File: src/rtl/des_key_pkg.sv
// DES key schedule tables, FSM state encoding and PC1/PC2 permutation helpers.
package des_key_pkg;

    localparam int unsigned ROUNDS   = 16;
    localparam int unsigned HALF_W   = 28;
    localparam int unsigned CD_W     = 56;
    localparam int unsigned SUBKEY_W = 48;

    typedef logic [1:0] key_state_t;
    localparam key_state_t ST_IDLE = 2'd0;
    localparam key_state_t ST_RUN  = 2'd1;
    localparam key_state_t ST_DONE = 2'd2;

    // FIPS 46 numbering: entry n selects input bit n counted from the MSB (bit 1).
    localparam int unsigned PC1_TBL [56] = '{
        57, 49, 41, 33, 25, 17,  9,  1, 58, 50, 42, 34, 26, 18,
        10,  2, 59, 51, 43, 35, 27, 19, 11,  3, 60, 52, 44, 36,
        63, 55, 47, 39, 31, 23, 15,  7, 62, 54, 46, 38, 30, 22,
        14,  6, 61, 53, 45, 37, 29, 21, 13,  5, 28, 20, 12,  4
    };

    localparam int unsigned PC2_TBL [48] = '{
        14, 17, 11, 24,  1,  5,  3, 28, 15,  6, 21, 10,
        23, 19, 12,  4, 26,  8, 16,  7, 27, 20, 13,  2,
        41, 52, 31, 37, 47, 55, 30, 40, 51, 45, 33, 48,
        44, 49, 39, 56, 34, 53, 46, 42, 50, 36, 29, 32
    };

    localparam logic [1:0] SHIFT_TBL [16] = '{
        2'd1, 2'd1, 2'd2, 2'd2, 2'd2, 2'd2, 2'd2, 2'd2,
        2'd1, 2'd2, 2'd2, 2'd2, 2'd2, 2'd2, 2'd2, 2'd1
    };

    function automatic logic [CD_W-1:0] pc1(input logic [63:0] key);
        logic [CD_W-1:0] cd;
        cd = '0;
        for (int i = 0; i < 56; i++) begin
            cd[6'(55 - i)] = key[6'(64 - PC1_TBL[i])];
        end
        return cd;
    endfunction

    function automatic logic [SUBKEY_W-1:0] pc2(input logic [CD_W-1:0] cd);
        logic [SUBKEY_W-1:0] sk;
        sk = '0;
        for (int i = 0; i < 48; i++) begin
            sk[6'(47 - i)] = cd[6'(56 - PC2_TBL[i])];
        end
        return sk;
    endfunction

endpackage

File: src/rtl/des_key_if.sv
// Key-scheduler request/subkey bus; master = key consumer/controller, slave = scheduler.
interface des_key_if
    import des_key_pkg::*;
#(
    parameter int unsigned NUM_STAGES = 3
);
    logic                     start;
    logic                     decrypt;
    logic [NUM_STAGES*64-1:0] key_in;
    logic                     subkey_ready;
    logic [SUBKEY_W-1:0]      subkey;
    logic                     subkey_valid;
    logic [3:0]               round_num;
    logic [1:0]               stage_num;
    logic                     stage_decrypt;
    logic                     busy;
    logic                     done;
    logic                     key_err;

    modport master (
        output start, decrypt, key_in, subkey_ready,
        input  subkey, subkey_valid, round_num, stage_num, stage_decrypt, busy, done, key_err
    );

    modport slave (
        input  start, decrypt, key_in, subkey_ready,
        output subkey, subkey_valid, round_num, stage_num, stage_decrypt, busy, done, key_err
    );
endinterface

File: src/rtl/des_key_rotate.sv
// 28-bit circular rotate of one key half by 0, 1 or 2 positions, left or right.
module des_key_rotate
    import des_key_pkg::*;
(
    input  logic [HALF_W-1:0] din,
    input  logic              dir_right,
    input  logic [1:0]        amt,
    output logic [HALF_W-1:0] dout_c
);
    always_comb begin
        dout_c = din;
        case (amt)
            2'd1: dout_c = dir_right ? {din[0], din[27:1]}   : {din[26:0], din[27]};
            2'd2: dout_c = dir_right ? {din[1:0], din[27:2]} : {din[25:0], din[27:26]};
            default: dout_c = din;
        endcase
    end
endmodule

File: src/rtl/des_key_scheduler.sv
// Sequential DES / 3DES-EDE key schedule: one PC2 subkey per accepted handshake.
// Optional macro DES_KEY_PARITY_CHECK_EN rejects keys whose bytes lack odd parity.
module des_key_scheduler
    import des_key_pkg::*;
#(
    parameter int unsigned NUM_STAGES = 3
) (
    input logic      clk,
    input logic      n_rst,
    des_key_if.slave bus
);
    localparam int unsigned KEY_W      = NUM_STAGES * 64;
    localparam logic [1:0]  LAST_STAGE = 2'(NUM_STAGES - 1);
    localparam logic [3:0]  LAST_ROUND = 4'(ROUNDS - 1);

    key_state_t        state_q, state_d;
    logic [KEY_W-1:0]  key_q, key_d;
    logic              dec_q, dec_d;
    logic [HALF_W-1:0] c_q, c_d, d_q, d_d;
    logic [3:0]        round_q, round_d;
    logic [1:0]        stage_q, stage_d;
    logic              sdec_q, sdec_d;
    logic              valid_q, valid_d;
    logic              busy_q, busy_d;
    logic              done_q, done_d;
    logic              key_err_q, key_err_d;

    logic              load_c, adv_c, parity_ok_c;
    logic [1:0]        ld_stage_c, ld_kidx_c;
    logic              ld_blk_dec_c, ld_dec_c;
    logic [KEY_W-1:0]  ld_key_c;
    logic [63:0]       ld_stage_key_c;
    logic [CD_W-1:0]   ld_cd_c;
    logic [HALF_W-1:0] c_rot_in_c, d_rot_in_c, c_rot_c, d_rot_c;
    logic              rot_right_c;
    logic [1:0]        rot_amt_c;

`ifdef DES_KEY_PARITY_CHECK_EN
    always_comb begin
        parity_ok_c = 1'b1;
        for (int b = 0; b < int'(NUM_STAGES) * 8; b++) begin
            parity_ok_c = parity_ok_c & (^bus.key_in[b*8 +: 8]);
        end
    end
`else
    assign parity_ok_c = 1'b1;
`endif

    // Sequencing: start acceptance, round/stage walk and completion.
    always_comb begin
        state_d   = state_q;
        key_d     = key_q;
        dec_d     = dec_q;
        round_d   = round_q;
        stage_d   = stage_q;
        key_err_d = 1'b0;
        load_c    = 1'b0;
        adv_c     = 1'b0;
        case (state_q)
            ST_IDLE: begin
                if (bus.start) begin
                    if (parity_ok_c) begin
                        state_d = ST_RUN;
                        key_d   = bus.key_in;
                        dec_d   = bus.decrypt;
                        round_d = '0;
                        stage_d = '0;
                        load_c  = 1'b1;
                    end else begin
                        key_err_d = 1'b1;
                    end
                end
            end
            ST_RUN: begin
                if (valid_q && bus.subkey_ready) begin
                    if (round_q != LAST_ROUND) begin
                        round_d = round_q + 4'd1;
                        adv_c   = 1'b1;
                    end else if (stage_q < LAST_STAGE) begin
                        stage_d = stage_q + 2'd1;
                        round_d = '0;
                        load_c  = 1'b1;
                    end else begin
                        state_d = ST_DONE;
                    end
                end
            end
            ST_DONE: state_d = ST_IDLE;
            default: state_d = ST_IDLE;
        endcase
        valid_d = (state_d == ST_RUN);
        busy_d  = (state_d == ST_RUN);
        done_d  = (state_d == ST_DONE);
    end

    // Stage key selection: a fresh start reads key_in directly, a stage boundary the latched keys.
    always_comb begin
        ld_stage_c     = (state_q == ST_IDLE) ? 2'd0 : stage_q + 2'd1;
        ld_blk_dec_c   = (state_q == ST_IDLE) ? bus.decrypt : dec_q;
        ld_key_c       = (state_q == ST_IDLE) ? bus.key_in : key_q;
        ld_dec_c       = ld_blk_dec_c ^ ld_stage_c[0];
        ld_kidx_c      = ld_blk_dec_c ? LAST_STAGE - ld_stage_c : ld_stage_c;
        ld_stage_key_c = '0;
        for (int s = 0; s < int'(NUM_STAGES); s++) begin
            if (ld_kidx_c == 2'(s)) ld_stage_key_c = ld_key_c[s*64 +: 64];
        end
        ld_cd_c = pc1(ld_stage_key_c);
    end

    // Decrypt walks the shift table backwards: stepping to round r+1 undoes shift entry 15-r.
    always_comb begin
        if (load_c) begin
            c_rot_in_c  = ld_cd_c[CD_W-1:HALF_W];
            d_rot_in_c  = ld_cd_c[HALF_W-1:0];
            rot_right_c = 1'b0;
            rot_amt_c   = ld_dec_c ? 2'd0 : 2'd1;
        end else begin
            c_rot_in_c  = c_q;
            d_rot_in_c  = d_q;
            rot_right_c = sdec_q;
            rot_amt_c   = sdec_q ? SHIFT_TBL[4'd15 - round_q] : SHIFT_TBL[round_q + 4'd1];
        end
    end

    des_key_rotate u_rot_c (.din(c_rot_in_c), .dir_right(rot_right_c), .amt(rot_amt_c), .dout_c(c_rot_c));
    des_key_rotate u_rot_d (.din(d_rot_in_c), .dir_right(rot_right_c), .amt(rot_amt_c), .dout_c(d_rot_c));

    assign c_d    = (load_c || adv_c) ? c_rot_c : c_q;
    assign d_d    = (load_c || adv_c) ? d_rot_c : d_q;
    assign sdec_d = load_c ? ld_dec_c : sdec_q;

    always_ff @(posedge clk or negedge n_rst) begin
        if (!n_rst) begin
            state_q   <= ST_IDLE;
            key_q     <= '0;
            dec_q     <= 1'b0;
            c_q       <= '0;
            d_q       <= '0;
            round_q   <= '0;
            stage_q   <= '0;
            sdec_q    <= 1'b0;
            valid_q   <= 1'b0;
            busy_q    <= 1'b0;
            done_q    <= 1'b0;
            key_err_q <= 1'b0;
        end else begin
            state_q   <= state_d;
            key_q     <= key_d;
            dec_q     <= dec_d;
            c_q       <= c_d;
            d_q       <= d_d;
            round_q   <= round_d;
            stage_q   <= stage_d;
            sdec_q    <= sdec_d;
            valid_q   <= valid_d;
            busy_q    <= busy_d;
            done_q    <= done_d;
            key_err_q <= key_err_d;
        end
    end

    assign bus.subkey        = pc2({c_q, d_q});
    assign bus.subkey_valid  = valid_q;
    assign bus.round_num     = round_q;
    assign bus.stage_num     = stage_q;
    assign bus.stage_decrypt = sdec_q;
    assign bus.busy          = busy_q;
    assign bus.done          = done_q;
    assign bus.key_err       = key_err_q;

endmodule

File: src/flat_wrapper.sv
// flat-port wrapper written by rule: the top's interface ports become plain ports
module des_key_scheduler_flat import des_key_pkg::*;
#(
    parameter int unsigned NUM_STAGES = 3
)
  (clk, n_rst, bus_start, bus_decrypt, bus_key_in, bus_subkey_ready, bus_subkey, bus_subkey_valid, bus_round_num, bus_stage_num, bus_stage_decrypt, bus_busy, bus_done, bus_key_err);
  des_key_if #(.NUM_STAGES(NUM_STAGES)) bus_i ();
  input logic clk;
  input logic n_rst;
  input wire logic [$bits(bus_i.start)-1:0] bus_start;
  input wire logic [$bits(bus_i.decrypt)-1:0] bus_decrypt;
  input wire logic [$bits(bus_i.key_in)-1:0] bus_key_in;
  input wire logic [$bits(bus_i.subkey_ready)-1:0] bus_subkey_ready;
  output wire logic [$bits(bus_i.subkey)-1:0] bus_subkey;
  output wire logic [$bits(bus_i.subkey_valid)-1:0] bus_subkey_valid;
  output wire logic [$bits(bus_i.round_num)-1:0] bus_round_num;
  output wire logic [$bits(bus_i.stage_num)-1:0] bus_stage_num;
  output wire logic [$bits(bus_i.stage_decrypt)-1:0] bus_stage_decrypt;
  output wire logic [$bits(bus_i.busy)-1:0] bus_busy;
  output wire logic [$bits(bus_i.done)-1:0] bus_done;
  output wire logic [$bits(bus_i.key_err)-1:0] bus_key_err;
  assign bus_i.start = bus_start;
  assign bus_i.decrypt = bus_decrypt;
  assign bus_i.key_in = bus_key_in;
  assign bus_i.subkey_ready = bus_subkey_ready;
  assign bus_subkey = bus_i.subkey;
  assign bus_subkey_valid = bus_i.subkey_valid;
  assign bus_round_num = bus_i.round_num;
  assign bus_stage_num = bus_i.stage_num;
  assign bus_stage_decrypt = bus_i.stage_decrypt;
  assign bus_busy = bus_i.busy;
  assign bus_done = bus_i.done;
  assign bus_key_err = bus_i.key_err;
  des_key_scheduler #(.NUM_STAGES(NUM_STAGES)) u_core (.clk(clk), .n_rst(n_rst), .bus(bus_i));
endmodule
File: config.mk
export PLATFORM = sky130hd
export DESIGN_NAME = des_key_scheduler_flat
export DESIGN_NICKNAME = d
export VERILOG_FILES = /design/src/rtl/des_key_pkg.sv /design/src/rtl/des_key_if.sv /design/src/rtl/des_key_rotate.sv /design/src/rtl/des_key_scheduler.sv /design/src/flat_wrapper.sv
export SDC_FILE = /design/constraint.sdc
export NUM_CORES = 1
export LEC_CHECK = 0
export ABC_AREA = 1
export BUFFER_PORTS_ARGS = -buffer_cell sky130_fd_sc_hd__clkbuf_2
export CORE_AREA = 2 2 153 155
export CTS_BUF_LIST = sky130_fd_sc_hd__clkbuf_4 sky130_fd_sc_hd__clkbuf_8
export DETAILED_ROUTE_END_ITERATION = 8
export DIE_AREA = 0 0 155 157
export HOLD_SLACK_MARGIN = 0.05
export PLACE_DENSITY = 0.79
export SYNTH_ARGS = -nofsm -noshare
export SYNTH_HDL_FRONTEND = slang
export SYNTH_SLANG_ARGS = --single-unit
File: constraint.sdc
create_clock -name clk -period 3.1 [get_ports clk]
set_input_delay 0.465 -clock clk [delete_from_list [all_inputs] [get_ports clk]]
set_output_delay 0.465 -clock clk [all_outputs]
set_load 0.05 [all_outputs]
==> results.cfg <==
[clock_tree]
clk_pin_slew_worst_paths_ns = 0.09
cts_tree = built
cts_root_buf = clkbuf_8
clockBufferDepth = 2
clkLatencyLatePin_ns = 0.48
cts.sinks = 164
cts_setup_buffers = 0
htree_levels = 4
cts_made_buffers = 17

[worst_setup_path]
critPathLaunchType = register
cp.arrival_ns = 3.08
crit_required_ns = 3.46
end_kind = register
critPathKind = register to register
crit_fanout = 15

[timing]
worst_pin_slew_ns = 1.078
min_period_ns = 2.721
tns_ns = 0
hold_viol_final = 0
clock.fmax_ghz = 0.3676
skew_ns = 0.01324
rsz0062_at_grt = false
slew_headroom_pct = 28.12
period_share_pct = 87.76
final_max_slew_viol_count = 0
setup_violations = 0

[drt]
drtIter0Drc = 1341
num_vias = 11220
totalWireLength_mm = 31.24
vias_per_cell = 5.390
dr.pass1.iters = 6
post-route-drc-count = 0
post_drt_wl_per_cell_um = 15.01
ant_nets = 0

[global_route]
grt_usage_pct = 26.08
overflow = 0
antenna_found_initial = 0
grt_pass1_vias = 10190
grt_max_degree = 120
grt_pass1_wl_mm = 51.00

[yosys]
syn_area_mm2 = 0.01110
postSynthAreaPerCell_um2 = 6.392
seq_area_frac_synth_pct = 36.96
yosys_register_bits = 164
synth_warnings = 0
ys_types = 29
synthCells = 1737

[cells_and_area]
diodes = 0
drive_gt1_share_pct = 12.85
fillers = 2179
nets = 1987
area_growth_pct = 9.522

[die]
rows = 55
die_w_um = 155
io_pins = 256
start_util_pct = 49.34
die_h_um = 157
die-area_mm2 = 0.02434
core_mm2 = 0.02250

[place]
place.gp.congestion = 0.8877
dp_hpwl_mm = 21.42
io_buffers = 142

[status]
outcome = finished clean

[flow_run]
maxCapViolations = 0

[min_path]
hold_class = primary input to register
-- registers in the layout (all words and copies together), names as in the netlist, 2 cells and up --
| name | cells |
|---|---|
| u_core.bus.stage_num | 2 |
| u_core.d_q | 28 |
| u_core.state_q | 2 |
| u_core.c_q | 28 |
| u_core.bus.round_num | 4 |
| u_core.key_q | 96 |
-- layer usage --
metal | GRT usage [%] | share of wire, % | up-vias
li1 | - | - | 5515
met1 | 35.87 | 44 | 5120
met2 | 41.52 | 45 | 520
met3 | 4.708 | 7.7 | 68
met4 | 9.171 | 3.2 | 0
met5 | 0 | 0 | -
-- cells in the mapped netlist, drive strengths merged --
| library cell | count | area (um2) |
|---|---|---|
| dfrtp | 164 | 4104 |
| nor3 | 4 | 20.02 |
| buf | 106 | 669.4 |
| nand3 | 187 | 945.9 |
| clkbuf | 57 | 214.0 |
| a21oi | 58 | 290.3 |
| xor2 | 1 | 8.760 |
| inv | 217 | 814.5 |
| nand4 | 27 | 168.9 |
| a31oi | 5 | 31.28 |
| o22ai | 2 | 12.51 |
| xnor2 | 1 | 8.760 |
| o211ai | 23 | 172.7 |
| conb | 1 | 3.750 |
| or2 | 4 | 25.02 |
| o21ai | 187 | 935.9 |
| nor2 | 22 | 95.09 |
| o31ai | 2 | 15.01 |
| ha | 5 | 62.56 |
| nand2 | 664 | 2505 |
-- placed cells by master, fill, tap and decap left out, types with 2 or more instances in the layout --
master,synthesis,routed
nand2_1,659,659
inv_1,208,208
nand3_1,185,185
dfrtp_1,164,164
o21ai_0,149,149
clkbuf_2,0,141
a21oi_1,58,58
o21ai_1,38,38
nand4_1,27,27
buf_4,55,27
o211ai_1,23,23
nor2_1,19,19
conb_1,1,17
clkbuf_8,0,17
inv_2,9,9
buf_12,0,6
a31oi_1,5,5
nand2_2,5,5
bufinv_16,0,5
or2_2,4,4
nor3_1,4,4
ha_1,5,3
nor2_2,2,2
nand3_2,2,2
o31ai_1,2,2
o22ai_1,2,2
inv_8,0,2
clkinv_4,0,2
clkinv_2,0,2
inv_6,0,2
-- kinds of logic after synthesis --
group / after synthesis / share of synthesized area (%)
adders and majority gates: 5 / 0.5634
and+or+nand+nor: 908 / 33.86
xor gates and xnor gates: 2 / 0.1578
other: 1 / 0.03377
buffers and inverters: 380 / 15.29
AOI/OAI and AO/OA: 277 / 13.13
DFF: 164 / 36.96
-- worst paths after layout --
| path | to | cells after the start | slack (ns) | startpoint |
|---|---|---|---|---|
| hold / removal | u_core.key_q[116] | 3 | 0.20 | bus_key_in[116] |
| min in group asynchronous | u_core.d_q[14] | 2 | 0.59 | n_rst |
| max in group asynchronous | u_core.d_q[25] | 3 | 1.74 | n_rst |
| setup reg to reg | u_core.c_q[15] | 14 | 0.38 | u_core.bus.round_num[1] |
| hold reg to reg | u_core.key_q[12] | 2 | 0.49 | u_core.key_q[12] |
| setup / recovery | u_core.c_q[15] | 14 | 0.38 | u_core.bus.round_num[1] |
-- final cells by class --
class	count	area (um2)	area share, %
Clock buffer	17	234.0	1.924
Clock inverter	14	225.2	1.852
Inverter	217	814.5	6.698
Timing Repair Buffer	176	1050	8.633
Tap cell	285	356.6	2.932
Sequential cell	164	4104	33.75
Multi-Input combinational cell	1209	5376	44.21
-- critical path, cell delays in order (launching register included) --
cell and delay [ns]:
dfrtp_1 0.41, ha_1 0.20, nand2_1 0.07, nor2_1 0.17, nand3_1 0.11, nand2_2 0.12
inv_2 0.05, buf_4 0.19, a21oi_1 0.21, ha_2 0.35, inv_2 0.24, buf_4 0.25
nand3_1 0.10, nand3_1 0.07, o21ai_1 0.06
-- per-stage QoR --
step	instance area [um2]	std cells	setup WS, ns	util (%)	hold WS [ns]
finish	12160	2082	0.3793	54.04	0.1970
global route	12160	2082	0.1050	54.04	0.1929
CTS	12150	2082	0.2233	54.00	0.1846
detailed placement	11680	2050	0.2538	51.91	0.4650
global placement	11680	2050	0.2856	51.91	0.4617
floorplan	11160	1753	0.05196	-	0.1694
-- what timing repair did --
action / 4_1_cts / 5_1_grt
resized for setup: 0 / 1
setup endpoints to repair: 0 / 46
hold buffers: 1 / 0
hold endpoints to repair: 12 / 0
Power is left out: the tool's default activity adds up to more than one toggle a clock period on the data nets, which glitch-free logic cannot reach.
